File: config.mk
export PLATFORM = sky130hd
export DESIGN_NAME = branch_resolve_unit_flat
export DESIGN_NICKNAME = d
export VERILOG_FILES = /design/src/rtl/branch_resolve_unit_pkg.sv /design/src/rtl/branch_resolve_unit_if.sv /design/src/rtl/branch_resolve_unit_shadow_ctr.sv /design/src/rtl/branch_resolve_unit.sv /design/src/flat_wrapper.sv
export SDC_FILE = /design/constraint.sdc
export NUM_CORES = 1
export LEC_CHECK = 0
export CAP_MARGIN = 20
export CORE_MARGIN = 3
export CORE_UTILIZATION = 37
export CTS_CLUSTER_DIAMETER = 40
export DETAILED_ROUTE_END_ITERATION = 8
export PLACE_DENSITY_LB_ADDON = 0.08
export SLEW_MARGIN = 0
export SYNTH_ARGS = -nofsm -noshare
export SYNTH_HDL_FRONTEND = slang
export SYNTH_HIERARCHICAL = 1
export SYNTH_SLANG_ARGS = --single-unit
File: constraint.sdc
create_clock -name clk -period 2.7 [get_ports clk]
set_input_delay 0.54 -clock clk [delete_from_list [all_inputs] [get_ports clk]]
set_output_delay 0.54 -clock clk [all_outputs]
set_load 0.05 [all_outputs]
File: src/rtl/branch_resolve_unit_pkg.sv
// Shared types and helpers for the EX-stage branch resolve unit.
// Default build has no perf counters; define BRU_PERF_CNT_EN to build them.
package branch_resolve_unit_pkg;

    localparam int WORD_WIDTH     = 32;
    localparam int SHADOW_CYC_DEF = 2;
    localparam int PERF_CNT_W_DEF = 32;

    typedef enum logic [0:0] {
        BRU_IDLE   = 1'b0,
        BRU_SHADOW = 1'b1
    } bru_state_e;

    // Direction wrong, or taken both ways but to a different target.
    function automatic logic bru_mispredict(input logic taken_eff,
                                            input logic pred_taken,
                                            input logic target_match);
        return (taken_eff != pred_taken) | (taken_eff & pred_taken & ~target_match);
    endfunction

endpackage

File: src/rtl/branch_resolve_unit_if.sv
// Resolution bus between the EX stage (master) and the branch resolve unit (slave),
// including the predictor update / fetch redirect returns and perf counters.
interface branch_resolve_unit_if #(
    parameter int W     = 32,
    parameter int CNT_W = 32
);
    logic             stall;
    logic             res_valid;
    logic             res_is_cond;
    logic [W-1:0]     res_pc;
    logic             res_pred_taken;
    logic [W-1:0]     res_pred_addr;
    logic             res_taken;
    logic [W-1:0]     res_target;
    logic             upd;
    logic             add_else_minus;
    logic [W-1:0]     upd_src_pc;
    logic             flush;
    logic [W-1:0]     flush_addr;
    logic             in_shadow;
    logic [CNT_W-1:0] perf_branches;
    logic [CNT_W-1:0] perf_mispred;

    modport master (
        output stall, res_valid, res_is_cond, res_pc, res_pred_taken,
               res_pred_addr, res_taken, res_target,
        input  upd, add_else_minus, upd_src_pc, flush, flush_addr, in_shadow,
               perf_branches, perf_mispred
    );

    modport slave (
        input  stall, res_valid, res_is_cond, res_pc, res_pred_taken,
               res_pred_addr, res_taken, res_target,
        output upd, add_else_minus, upd_src_pc, flush, flush_addr, in_shadow,
               perf_branches, perf_mispred
    );
endinterface

File: src/rtl/branch_resolve_unit_shadow_ctr.sv
// Loadable down-counter timing the post-redirect shadow; freezes on stall,
// reports zero and last-count (about to expire) flags.
module bru_shadow_ctr #(
    parameter int CTR_W    = 2,
    parameter int LOAD_VAL = 2
) (
    input  logic clk,
    input  logic rst,
    input  logic i_load,
    input  logic i_freeze,
    output logic o_zero,
    output logic o_last
);
    logic [CTR_W-1:0] r_count;

    // Load wins over freeze so a redirect during stall still arms the shadow.
    always_ff @(posedge clk) begin
        if (rst) begin
            r_count <= {CTR_W{1'b0}};
        end else if (i_load) begin
            r_count <= CTR_W'(LOAD_VAL);
        end else if (!i_freeze && (r_count != {CTR_W{1'b0}})) begin
            r_count <= r_count - CTR_W'(1);
        end else begin
            r_count <= r_count;
        end
    end

    assign o_zero = (r_count == {CTR_W{1'b0}});
    assign o_last = (r_count == CTR_W'(1));
endmodule

File: src/rtl/branch_resolve_unit.sv
// EX-stage branch resolution: trains the fetch predictor, redirects fetch on mispredict
// and squashes wrong-path resolutions. Optional perf counters under BRU_PERF_CNT_EN.
module branch_resolve_unit
    import branch_resolve_unit_pkg::*;
#(
    parameter int W          = WORD_WIDTH,
    parameter int SHADOW_CYC = SHADOW_CYC_DEF,
    parameter int CNT_W      = PERF_CNT_W_DEF
) (
    input  logic                  clk,
    input  logic                  rst,
    branch_resolve_unit_if.slave  bus
);
    localparam int CTR_W = (SHADOW_CYC < 2) ? 1 : $clog2(SHADOW_CYC + 1);

    bru_state_e   r_state;
    logic         r_upd;
    logic         r_add_else_minus;
    logic [W-1:0] r_upd_src_pc;
    logic         r_flush;
    logic [W-1:0] r_flush_addr;
    logic         r_in_shadow;

    logic         w_accept;
    logic         w_taken_eff;
    logic [W-1:0] w_seq;
    logic         w_mispred;
    logic         w_enter_shadow;
    logic         w_ctr_zero;
    logic         w_ctr_last;

    assign w_accept       = bus.res_valid & ~bus.stall & (r_state == BRU_IDLE);
    assign w_taken_eff    = bus.res_is_cond ? bus.res_taken : 1'b1;
    assign w_seq          = bus.res_pc + W'(4);
    assign w_mispred      = bru_mispredict(w_taken_eff, bus.res_pred_taken,
                                           bus.res_target == bus.res_pred_addr);
    assign w_enter_shadow = w_accept & w_mispred & (SHADOW_CYC != 0);

    bru_shadow_ctr #(
        .CTR_W    (CTR_W),
        .LOAD_VAL (SHADOW_CYC)
    ) u_shadow_ctr (
        .clk      (clk),
        .rst      (rst),
        .i_load   (w_enter_shadow),
        .i_freeze (bus.stall),
        .o_zero   (w_ctr_zero),
        .o_last   (w_ctr_last)
    );

    // Resolution FSM and all registered outputs; in_shadow tracks the next state.
    always_ff @(posedge clk) begin
        if (rst) begin
            r_state          <= BRU_IDLE;
            r_upd            <= 1'b0;
            r_add_else_minus <= 1'b0;
            r_upd_src_pc     <= {W{1'b0}};
            r_flush          <= 1'b0;
            r_flush_addr     <= {W{1'b0}};
            r_in_shadow      <= 1'b0;
        end else begin
            r_upd   <= w_accept;
            r_flush <= w_accept & w_mispred;
            if (w_accept) begin
                r_add_else_minus <= w_taken_eff;
                r_upd_src_pc     <= bus.res_pc;
            end else begin
                r_add_else_minus <= r_add_else_minus;
                r_upd_src_pc     <= r_upd_src_pc;
            end
            if (w_accept && w_mispred) begin
                r_flush_addr <= w_taken_eff ? bus.res_target : w_seq;
            end else begin
                r_flush_addr <= r_flush_addr;
            end
            case (r_state)
                BRU_IDLE: begin
                    if (w_enter_shadow) begin
                        r_state     <= BRU_SHADOW;
                        r_in_shadow <= 1'b1;
                    end else begin
                        r_state     <= BRU_IDLE;
                        r_in_shadow <= 1'b0;
                    end
                end
                BRU_SHADOW: begin
                    // Zero flag is a fallback exit should the counter ever be empty here.
                    if (!bus.stall && (w_ctr_last || w_ctr_zero)) begin
                        r_state     <= BRU_IDLE;
                        r_in_shadow <= 1'b0;
                    end else begin
                        r_state     <= BRU_SHADOW;
                        r_in_shadow <= 1'b1;
                    end
                end
                default: begin
                    r_state     <= BRU_IDLE;
                    r_in_shadow <= 1'b0;
                end
            endcase
        end
    end

    assign bus.upd            = r_upd;
    assign bus.add_else_minus = r_add_else_minus;
    assign bus.upd_src_pc     = r_upd_src_pc;
    assign bus.flush          = r_flush;
    assign bus.flush_addr     = r_flush_addr;
    assign bus.in_shadow      = r_in_shadow;

`ifdef BRU_PERF_CNT_EN
    logic [CNT_W-1:0] r_perf_branches;
    logic [CNT_W-1:0] r_perf_mispred;

    // Event counters, free-running with natural wrap.
    always_ff @(posedge clk) begin
        if (rst) begin
            r_perf_branches <= {CNT_W{1'b0}};
            r_perf_mispred  <= {CNT_W{1'b0}};
        end else begin
            r_perf_branches <= r_perf_branches + (w_accept ? CNT_W'(1) : CNT_W'(0));
            r_perf_mispred  <= r_perf_mispred + ((w_accept && w_mispred) ? CNT_W'(1) : CNT_W'(0));
        end
    end

    assign bus.perf_branches = r_perf_branches;
    assign bus.perf_mispred  = r_perf_mispred;
`else
    assign bus.perf_branches = {CNT_W{1'b0}};
    assign bus.perf_mispred  = {CNT_W{1'b0}};
`endif
endmodule

File: src/flat_wrapper.sv
// flat-port wrapper written by rule: the top's interface ports become plain ports
module branch_resolve_unit_flat import branch_resolve_unit_pkg::*;
#(
    parameter int W          = WORD_WIDTH,
    parameter int SHADOW_CYC = SHADOW_CYC_DEF,
    parameter int CNT_W      = PERF_CNT_W_DEF
)
  (clk, rst, bus_stall, bus_res_valid, bus_res_is_cond, bus_res_pc, bus_res_pred_taken, bus_res_pred_addr, bus_res_taken, bus_res_target, bus_upd, bus_add_else_minus, bus_upd_src_pc, bus_flush, bus_flush_addr, bus_in_shadow, bus_perf_branches, bus_perf_mispred);
  branch_resolve_unit_if #(.W(W), .CNT_W(CNT_W)) bus_i ();
  input  logic clk;
  input  logic rst;
  input wire logic [$bits(bus_i.stall)-1:0] bus_stall;
  input wire logic [$bits(bus_i.res_valid)-1:0] bus_res_valid;
  input wire logic [$bits(bus_i.res_is_cond)-1:0] bus_res_is_cond;
  input wire logic [$bits(bus_i.res_pc)-1:0] bus_res_pc;
  input wire logic [$bits(bus_i.res_pred_taken)-1:0] bus_res_pred_taken;
  input wire logic [$bits(bus_i.res_pred_addr)-1:0] bus_res_pred_addr;
  input wire logic [$bits(bus_i.res_taken)-1:0] bus_res_taken;
  input wire logic [$bits(bus_i.res_target)-1:0] bus_res_target;
  output wire logic [$bits(bus_i.upd)-1:0] bus_upd;
  output wire logic [$bits(bus_i.add_else_minus)-1:0] bus_add_else_minus;
  output wire logic [$bits(bus_i.upd_src_pc)-1:0] bus_upd_src_pc;
  output wire logic [$bits(bus_i.flush)-1:0] bus_flush;
  output wire logic [$bits(bus_i.flush_addr)-1:0] bus_flush_addr;
  output wire logic [$bits(bus_i.in_shadow)-1:0] bus_in_shadow;
  output wire logic [$bits(bus_i.perf_branches)-1:0] bus_perf_branches;
  output wire logic [$bits(bus_i.perf_mispred)-1:0] bus_perf_mispred;
  assign bus_i.stall = bus_stall;
  assign bus_i.res_valid = bus_res_valid;
  assign bus_i.res_is_cond = bus_res_is_cond;
  assign bus_i.res_pc = bus_res_pc;
  assign bus_i.res_pred_taken = bus_res_pred_taken;
  assign bus_i.res_pred_addr = bus_res_pred_addr;
  assign bus_i.res_taken = bus_res_taken;
  assign bus_i.res_target = bus_res_target;
  assign bus_upd = bus_i.upd;
  assign bus_add_else_minus = bus_i.add_else_minus;
  assign bus_upd_src_pc = bus_i.upd_src_pc;
  assign bus_flush = bus_i.flush;
  assign bus_flush_addr = bus_i.flush_addr;
  assign bus_in_shadow = bus_i.in_shadow;
  assign bus_perf_branches = bus_i.perf_branches;
  assign bus_perf_mispred = bus_i.perf_mispred;
  branch_resolve_unit #(.W(W), .SHADOW_CYC(SHADOW_CYC), .CNT_W(CNT_W)) u_core (.clk(clk), .rst(rst), .bus(bus_i));
endmodule
==> reports/metrics.yaml, run 1 <==
status: "finished, final reports clean"
totalWireLength_um: 15500
ys_seq_area_share_pct: 31.0
clk_pin_slew_ps: 60
dr_wl_met2_um: 7540
vias: 4443
worstPathRequired_ps: 2970
internal_power_mw: 2.32
swShare_pct: 33.5
drv_cap: 0
first_iter_violations: 207
drt-wirelength-per-cell_um: 17.1
synth-main-ff-cell: "dfxtp_1"
muxShareOfSynthArea_pct: 3.87
grt_pass1_wl_um: 23200
ios: 235
synth_top_family_by_area: "simple AND/OR/NAND/NOR gates"
dpl_worst_slack_ps: -236
min_from: "u_core/bus.upd_src_pc[15]$_SDFFE_PP0P_"
rsz0062_at_grt: "no"
hold_depth: 2
synthAdderAreaFrac_pct: 1.11
track_usage_pct: 22.2
cts_max_level: 3
route.top_layer_used: "met4"
vdd_drop_max_v: 0.000337
critPathArrivalTime_ps: 2810
power.sequential.fraction_pct: 32.1
synthSimpleGateAreaFrac_pct: 23.1
placed_area_mm2: 0.00642
synth_edf_count: 0
r2r_cells: 6
r2r_end: "u_core/bus.flush_addr[29]$_SDFFE_PP0P_"
ff_latch_area_mm2: 0.00140
viasPerCell: 4.89
hold_buffers: 0
rows: 39
ff2ff_setup_slack_ps: 980
synthDistinctLibCells: 50
synth_area_leaders: "dfxtp_1 (31%), buf_4 (11%), xnor2_1 (7.9%), nand2_1 (6.0%), a21oi_1 (4.5%)"
fill_cells: 1096
cts_resized: 0
skew_ps: 2.93
slew_violations: 0
synthXorXnorAreaFrac_pct: 10.7
place_hpwl_um: 12000
numCtsBuffers: 9
io_buffers: 170
period_share_pct: 94.1
critical_path_class: "in2reg"
synth_compound_area_share_pct: 13.4
min_path_type: "reg2reg"
yosysMostFrequentCell: "nand2_1"
end_kind: "register"
synth_top_area_cell: "dfxtp_1"
cts_setup_buffers: 0
areaGrowthSynthToFinish_pct: 49.7
numClockSinks: 70
final_layout_size_suffix_gt1_share_pct: 12.4
syn_avg_cell_area_um2: 8.10
diodes: 0
cp-startpoint: "bus_res_pc[14]"
first_pass_iters: 4
gr-total-overflow: 0
tightest_slew_ps: 564
initial_utilization_pct: 38.8
place_inst: 893
clockRootBuffer: "clkbuf_16"
critPathLaunchType: "input port"
yosysWarnings: 6
antenna_found_initial: 0
routabilityCongestion: 0.841
synth_area_mm2: 0.00452
cts_tree: "done"
num-nets-final: 868
clk_path_buf_depth: 2
post-route-min-period_ps: 2540
die_w_um: 117
pwr-share-clk_pct: 36.8
grt_pass1_vias: 4387
wl_met3_um: 1260
clkLatencyLatePin_ps: 340
setup_slack_ps: 159
setup_viol: 0
fp.coreArea_mm2: 0.0117
max_freq_mhz: 394
hold_violations: 0
maxSlewHeadroom_pct: 62.3
worstHoldEndpoint: "u_core/bus.upd_src_pc[15]$_SDFFE_PP0P_"
ant_nets: 0
p_sw_mw: 1.17
fin_cells: 909
met1Wirelength_um: 6470
synth_common_cells: "nand2_1 (72), dfxtp_1 (70), buf_4 (65)"
ys_ff_latch: 70
final_area_mm2: 0.00677
multi_input_area_mm2: 0.00265
dieArea_mm2: 0.0136
synthDominantCellAreaShare_pct: 31.0
p_leak_nw: 2.68
drc: 0
p_comb_share_pct: 31.1
grt_max_degree: 61
async_flop_share_pct: 0
synthCells: 558
crit_fanout: 18
die-height_um: 117
power_density_mw_per_mm2: 516
regToRegStartpoint: "u_core/bus.in_shadow$_SDFF_PP0_"
==> power by group through the flow <==
stage               sequential, mW  clock [mW]  combinational [mW]
finish                        1.12        1.29                1.09
global route                  1.13        1.34                1.15
CTS                           1.12        1.31                1.09
detailed placement            1.14           0                1.08
global placement              1.14           0                1.07
floorplan                     1.32           0               0.540
==> final cells by class <==
| class | count | share of cell area, % |
|---|---|---|
| Clock inverter | 4 | 1.04 |
| Clock buffer | 12 | 3.64 |
| Inverter | 11 | 0.610 |
| Timing Repair Buffer | 229 | 32.2 |
| Multi-Input combinational cell | 440 | 39.1 |
| Tap cell | 143 | 2.64 |
| Sequential cell | 70 | 20.7 |
==> worst max path at each step <==
stage | end | cells past startpoint
floorplan | u_core/u_shadow_ctr/r_count[1]$_SDFFE_PP0P_ | 12
global placement | u_core/bus.flush_addr[14]$_SDFFE_PP0P_ | 10
detailed placement | u_core/u_shadow_ctr/r_count[1]$_SDFFE_PP0P_ | 11
CTS | u_core/u_shadow_ctr/r_count[1]$_SDFFE_PP0P_ | 11
global route | u_core/bus.flush_addr[26]$_SDFFE_PP0P_ | 8
finish | u_core/bus.flush_addr[26]$_SDFFE_PP0P_ | 8
==> metrics by stage <==
| step | TNS [ps] | hold WS (ps) | total power [mW] | util (%) |
|---|---|---|---|---|
| 6_report | 0 | 453 | 3.49 | 58.0 |
| 5_1_grt | 0 | 477 | 3.63 | 58.0 |
| 4_1_cts | 0 | 458 | 3.51 | 57.7 |
| 2_1_floorplan | 0 | 489 | 1.86 | - |
| 3_3_place_gp | -5890 | 442 | 2.21 | 55.0 |
| 3_5_place_dp | -5710 | 449 | 2.22 | 55.0 |
==> critical path, cell delays in order <==
cell,delay [ps]
clkdlybuf4s50_1,500
nand4_2,130
or4_4,530
buf_6,170
or4_1,510
a31oi_1,180
o211ai_1,100
a21oi_1,140
==> sequential cells by signal, indices dropped and copies added, names as in the netlist <==
signal and cells:
u_core/bus.add_else_minus 1, u_core/bus.in_shadow 1, u_core/bus.flush 1, u_core/bus.upd 1, u_core/u_shadow_ctr/r_count 2, u_core/bus.flush_addr 32
u_core/bus.upd_src_pc 32
==> cells by family after synthesis <==
family / Yosys count
DFF: 70
and+or+nand+nor: 208
buffers and inverters: 111
muxes: 17
adders and majority gates: 4
xor gates and xnor gates: 55
AOI/OAI and AO/OA: 92
other: 1
==> layer usage <==
layer | track usage (%) | vias to the layer above
met3 | 5.70 | 17
met5 | 0 | -
met1 | 28.6 | 2060
met2 | 37.0 | 177
li1 | - | 2189
met4 | 6.27 | 0
==> cells in the final DEF, fill, tap and decap left out, types with 5 or more instances in the layout <==
cell and count:
dfxtp_1 70, nor3_1 5, o21ai_0 9, o211ai_1 5, a21oi_1 41, a31oi_1 5, nor4_1 6, nand2_1 72
nand4b_1 13, nand4_1 11, nand2b_1 10, mux2i_1 13, nand3_1 12, clkdlybuf4s50_1 169, a211o_1 6, xnor2_1 40
a211oi_1 6, clkbuf_16 9, o31ai_1 9, buf_4 55, inv_1 11, xor2_1 14, conb_1 64, nor2_1 50
(Power assumes the default switching activity.)
==> run 2: changes to the inputs <==
Settings changed: ABC_AREA from default to 1.
==> run 2 against run 1 <==
Wire length fell by 1.1%. Fmax rose by 14%. Critical path type unchanged. Clock power fell by 14%. Largest power group is now combinational logic. Power fell by 1.2%. Highest routed layer unchanged.
==> reports/metrics.yaml, run 2 <==
viasPerCell: 4.59  # -6.1%
yosysMostFrequentCell: "nand2_1"
dieArea_mm2: 0.0144  # +5.7%
clk_path_buf_depth: 2  # unchanged
syn_avg_cell_area_um2: 6.29  # -22%
ys_ff_latch: 70  # unchanged
cp_slowest_cell: "clkdlybuf4s50_1"
cts_tree: "done"
io_buffers: 170  # unchanged
fin_cells: 1098  # +21%
rows: 40  # +2.6%
dr_wl_met2_um: 7160  # -5.1%
post-route-min-period_ps: 2230  # -307 ps
synthDominantCellAreaShare_pct: 29.2  # -1.8 points
wl_met3_um: 1240  # -1.8%
ys_seq_area_share_pct: 29.2  # -1.8 points
synth_common_cells: "nand2_1 (204), nor2_1 (109), inv_1 (78)"
setup-tns-final_ps: 0  # unchanged
critical_path_class: "in2reg"
antenna_found_initial: 0  # unchanged
die-height_um: 120  # +2.8%
synth_edf_count: 0  # unchanged
place_hpwl_um: 12100  # +0.42%
initial_utilization_pct: 38.9  # +0.16 points
slowest_delay_ps: 560  # +30 ps
final_common_cell: "nand2_1"
slew_violations: 0  # unchanged
gr-total-overflow: 0  # unchanged
cts_resized: 0  # unchanged
vdd_drop_max_v: 0.000314  # -6.7%
grt_pass1_vias: 4804  # +9.5%
critPathArrivalTime_ps: 2510  # -300 ps
yosysWarnings: 6  # unchanged
synthDistinctLibCells: 36  # -28%
track_usage_pct: 21.3  # -0.98 points
crit_chain: "clkdlybuf4s50_1 > ha_1 > nand3_2 > nor3_4 > nand2_1 > o21ai_0 > nand3_1 > nand2_1 > nor2_1 > nor2_1"
worstPathRequired_ps: 2980  # about the same
numCtsBuffers: 9  # unchanged
clkLatencyLatePin_ps: 340  # about the same
fill_cells: 1265  # +15%
synth_area_mm2: 0.00479  # +6.0%
place_inst: 1083  # +21%
skew_ps: 2.39  # -0.541 ps
power_density_mw_per_mm2: 516  # about the same
min_path_type: "reg2reg"
grt_pass1_wl_um: 24400  # +5.0%
diodes: 0  # unchanged
num-nets-final: 1033  # +19%
synth_top_area_cell: "dfxtp_1"
crit_fanout: 6  # -12
met1Wirelength_um: 6570  # +1.7%
drt-wirelength-per-cell_um: 14.0  # -18%
areaGrowthSynthToFinish_pct: 39.5
period_share_pct: 82.7  # -11 points
synth_area_leaders: "dfxtp_1 (29%), nand2_1 (16%), buf_4 (10%), nor2_1 (8.5%), inv_1 (6.1%)"
first_pass_iters: 4  # unchanged
cts_setup_buffers: 0  # unchanged
die_w_um: 120  # +2.8%
async_flop_share_pct: 0  # unchanged
drc: 0  # unchanged
synthCells: 762  # +37%
clk_pin_slew_ps: 50  # about the same
first_iter_violations: 340  # +64%
final_layout_size_suffix_gt1_share_pct: 4.52  # -7.9 points
numClockSinks: 70  # unchanged
max_freq_mhz: 448  # +14%
vias: 5040  # +13%
critPathLaunchType: "input port"
routabilityCongestion: 0.901  # +7.2%
totalWireLength_um: 15300  # -1.1%
grt_max_degree: 58  # -4.9%
end_kind: "register"
hold_violations: 0  # unchanged
ios: 235  # unchanged
route.top_layer_used: "met4"
ant_nets: 0  # unchanged
status: "finished, final reports clean"
hold_buffers: 0  # unchanged
p_leak_nw: 3.06  # +14%
tightest_slew_ps: 555  # -9.37 ps
fp.coreArea_mm2: 0.0123  # +5.6%
maxSlewHeadroom_pct: 62.9  # +0.63 points
final_cell_mix: "nand2_1 (204), clkdlybuf4s50_1 (170), nor2_1 (108)"
cts_max_level: 3  # unchanged
drv_cap: 0  # unchanged
synth-main-ff-cell: "dfxtp_1"
setup_viol: 0  # unchanged
clockRootBuffer: "clkbuf_16"
rsz0062_at_grt: "no"
-- run 2: cell families after synthesis --
family          synth area share, %
compound gates                 10.4
flops                          29.2
other cells                  0.0783
mux                           0.418
simple gates                   33.9
xor+xnor                       5.48
fa+ha+maj                      1.04
buf+inv                        19.5
-- run 2: area by class of cell --
class                   instances  area, um2  area share, %
clock buffers                  14        264           3.95
clock inverters                 1       5.00         0.0749
inverters                      79        297           4.44
multi-input cells             584       2700           40.4
flip-flops and latches         70       1400           21.0
well taps                     168        210           3.14
repair buffers                182       1800           27.0
-- run 2: report_power, final --
part	switching [mW]	internal (mW)
Sequential	0.0381	1.11
Clock	0.447	0.666
Combinational	0.792	0.394
-- run 2: worst paths after layout --
check | startpoint | end | slack (ps) | cells past startpoint
worst max-delay path | bus_res_pc[3] | u_core/bus.flush_addr[22]$_SDFFE_PP0P_ | 470 | 10
worst max register to register | u_core/bus.in_shadow$_SDFF_PP0_ | u_core/bus.upd_src_pc[14]$_SDFFE_PP0P_ | 1480 | 5
worst min-delay path | u_core/bus.flush_addr[7]$_SDFFE_PP0P_ | u_core/bus.flush_addr[7]$_SDFFE_PP0P_ | 490 | 2
worst min register to register | u_core/bus.flush_addr[7]$_SDFFE_PP0P_ | u_core/bus.flush_addr[7]$_SDFFE_PP0P_ | 490 | 2
-- run 2: critical path, delay by kind of cell --
kind,cells,cell delay (ps)
AOI/OAI and AO/OA,1,220
buffers and inverters,1,560
and+or+nand+nor,7,960
adders and majority gates,1,220
-- run 2: per-stage QoR --
step	total power [mW]	worst slack (ps)	instance area, um2	utilization (%)	hold slack (ps)
after detailed placement	2.35	159	6410	52.1	476
after global routing	3.61	347	6680	54.3	516
after global placement	2.34	157	6410	52.1	459
final	3.45	466	6680	54.3	485
after floorplan	2.01	417	5030	-	452
after CTS	3.47	507	6680	54.3	489
-- run 2: layer usage --
| layer | GRT usage, % | up-vias |
|---|---|---|
| met4 | 8.73 | 0 |
| met3 | 4.57 | 22 |
| li1 | - | 2580 |
| met1 | 27.2 | 2233 |
| met5 | 0 | - |
| met2 | 34.8 | 205 |
==> run 3: changes to the inputs <==
Clock period 2.7 ns to 1.95 ns, I/O delays scaled along.
==> run 3 against run 2 <==
Sequential power increased by 38%. First-iteration DRC count decreased by 11%. Clock skew increased by 1.5 ps. Final cell count increased by 8.5%. Non-clock buffer count increased by 92. Critical path depth decreased by 9. Critical path type is now reg2out. Largest cell class unchanged. Highest routed layer unchanged.
==> reports/metrics.yaml, run 3 (synthesis gave the netlist of run 2 again) <==
numClockSinks: 70  # unchanged
areaGrowthSynthToFinish_pct: 58.9
crit_family: "buffers and inverters"
die-height_um: 120  # unchanged
antenna_found_initial: 1  # +1
min_path_type: "in2reg"
setup_slack_ps: 47.0  # -419 ps
initial_utilization_pct: 38.9  # unchanged
fin_cells: 1191  # +8.5%
io_buffers: 170  # unchanged
place_inst: 1167  # +7.8%
totalWireLength_um: 16900  # +10%
viasPerCell: 4.57  # -0.47%
die_w_um: 120  # unchanged
gr-total-overflow: 0  # unchanged
vias: 5441  # +8.0%
dpl_worst_slack_ps: -409  # -568 ps
final_layout_size_suffix_gt1_share_pct: 19.0  # +14 points
routabilityCongestion: 0.907  # +0.65%
worstPathRequired_ps: 1560  # -1420 ps
fill_cells: 1138  # -10%
skew_ps: 3.88  # +1.49 ps
timing.hold.ws_ps: 415  # -70.7 ps
status: "finished, final reports clean"
clkLatencyLatePin_ps: 330  # about the same
final_common_cell: "nand2_1"
vdd_drop_max_v: 0.000404  # +29%
grt_max_degree: 67  # +16%
slowest_delay_ps: 860  # +300 ps
grt_pass1_wl_um: 25100  # +2.9%
power_density_mw_per_mm2: 651  # +26%
first_iter_violations: 303  # -11%
final_util_pct: 61.8  # +7.6 points
final_cell_mix: "nand2_1 (197), buf_4 (122), clkdlybuf4s50_1 (110)"
clk_path_buf_depth: 2  # unchanged
finalPower_mw: 4.96  # +44%
ant_nets: 0  # unchanged
cp_slowest_cell: "clkdlybuf4s50_1"
ios: 235  # unchanged
diodes: 0  # unchanged
rows: 40  # unchanged
p_leak_nw: 3.91  # +28%
crit_buf_inv: 1  # unchanged
critPathLaunchType: "register"
end_kind: "primary output"
period_share_pct: 97.6
hold_violations: 0  # unchanged
clk_pin_slew_ps: 60  # about the same
tightest_slew_ps: 592  # +37.8 ps
drc: 0  # unchanged
numCtsBuffers: 9  # unchanged
critPathArrivalTime_ps: 1510  # -1000 ps
cts_max_level: 3  # unchanged
grt_pass1_vias: 4941  # +2.9%
crit_chain: "clkdlybuf4s50_1"
num-nets-final: 1125  # +8.9%
clockRootBuffer: "clkbuf_16"
setup_viol: 0  # unchanged
fp.coreArea_mm2: 0.0123  # unchanged
critical_path_class: "reg2out"
cts_tree: "done"
drt-wirelength-per-cell_um: 14.2  # +1.6%
first_pass_iters: 5  # +1
drv_cap: 0  # unchanged
track_usage_pct: 21.7  # +0.39 points
post-route-min-period_ps: 1900
dieArea_mm2: 0.0144  # unchanged
slew_violations: 0  # unchanged
place_hpwl_um: 12500  # +3.6%
maxSlewHeadroom_pct: 60.4  # -2.5 points
max_freq_mhz: 525
crit_fanout: 2  # -4
-- run 3: cell count changes in the layout (fill, tap and decap cells not counted), sizes merged --
| cell | before | now |
|---|---|---|
| clkinvlp | 0 | 3 |
| clkdlybuf4s50 | 170 | 110 |
| clkbuf | 14 | 12 |
| clkinv | 2 | 4 |
| dlymetal6s2s | 0 | 31 |
| dlygate4sd2 | 0 | 2 |
| buf | 12 | 129 |
-- run 3: report_power, final --
part           switching, mW  total, mW  internal, mW
Combinational           1.16       1.81         0.650
Sequential            0.0577       1.59          1.54
Clock                  0.666       1.55         0.889
Total                   1.88       4.96          3.08
-- run 3: routing by layer --
layer | share of wire [%] | global-route usage, %
met1 | 44 | 28.8
met2 | 48 | 35.8
met3 | 7.1 | 4.05
met4 | 0.83 | 6.30
met5 | 0 | 0
-- run 3: through the flow --
| stage | area, um2 | TNS (ps) |
|---|---|---|
| final | 7610 | 0 |
| after global routing | 7610 | -239 |
| after CTS | 7290 | 0 |
| after detailed placement | 7000 | -12420 |
| after global placement | 7000 | -11500 |
| after floorplan | 5040 | 0 |
-- run 3: path summary, 6_finish.rpt --
kind | start | to | slack [ps] | cells past startpoint
setup / recovery | u_core/bus.flush_addr[26]$_SDFFE_PP0P_ | bus_flush_addr[26] | 50 | 1
hold / removal | bus_res_pc[10] | u_core/bus.upd_src_pc[10]$_SDFFE_PP0P_ | 410 | 3
setup reg to reg | u_core/bus.in_shadow$_SDFF_PP0_ | u_core/bus.flush_addr[31]$_SDFFE_PP0P_ | 650 | 5
hold reg to reg | u_core/bus.flush_addr[17]$_SDFFE_PP0P_ | u_core/bus.flush_addr[17]$_SDFFE_PP0P_ | 480 | 2
-- run 3: timing repair --
item                       CTS  global route
resized for setup            5            69
setup buffers                0             3
pin swaps                    0            29
setup endpoints to repair   23            38
cloned                       0             5
hold buffers                 0             0
-- run 3: layout make-up --
cell class	instances	area [um2]	area share (%)
clock buffer	10	239	3.14
sequential	70	1400	18.4
inverter	79	298	3.91
multi-input combinational	584	2840	37.3
clock inverter	6	37.5	0.493
timing repair buffer	274	2590	34.0
tap	168	210	2.76
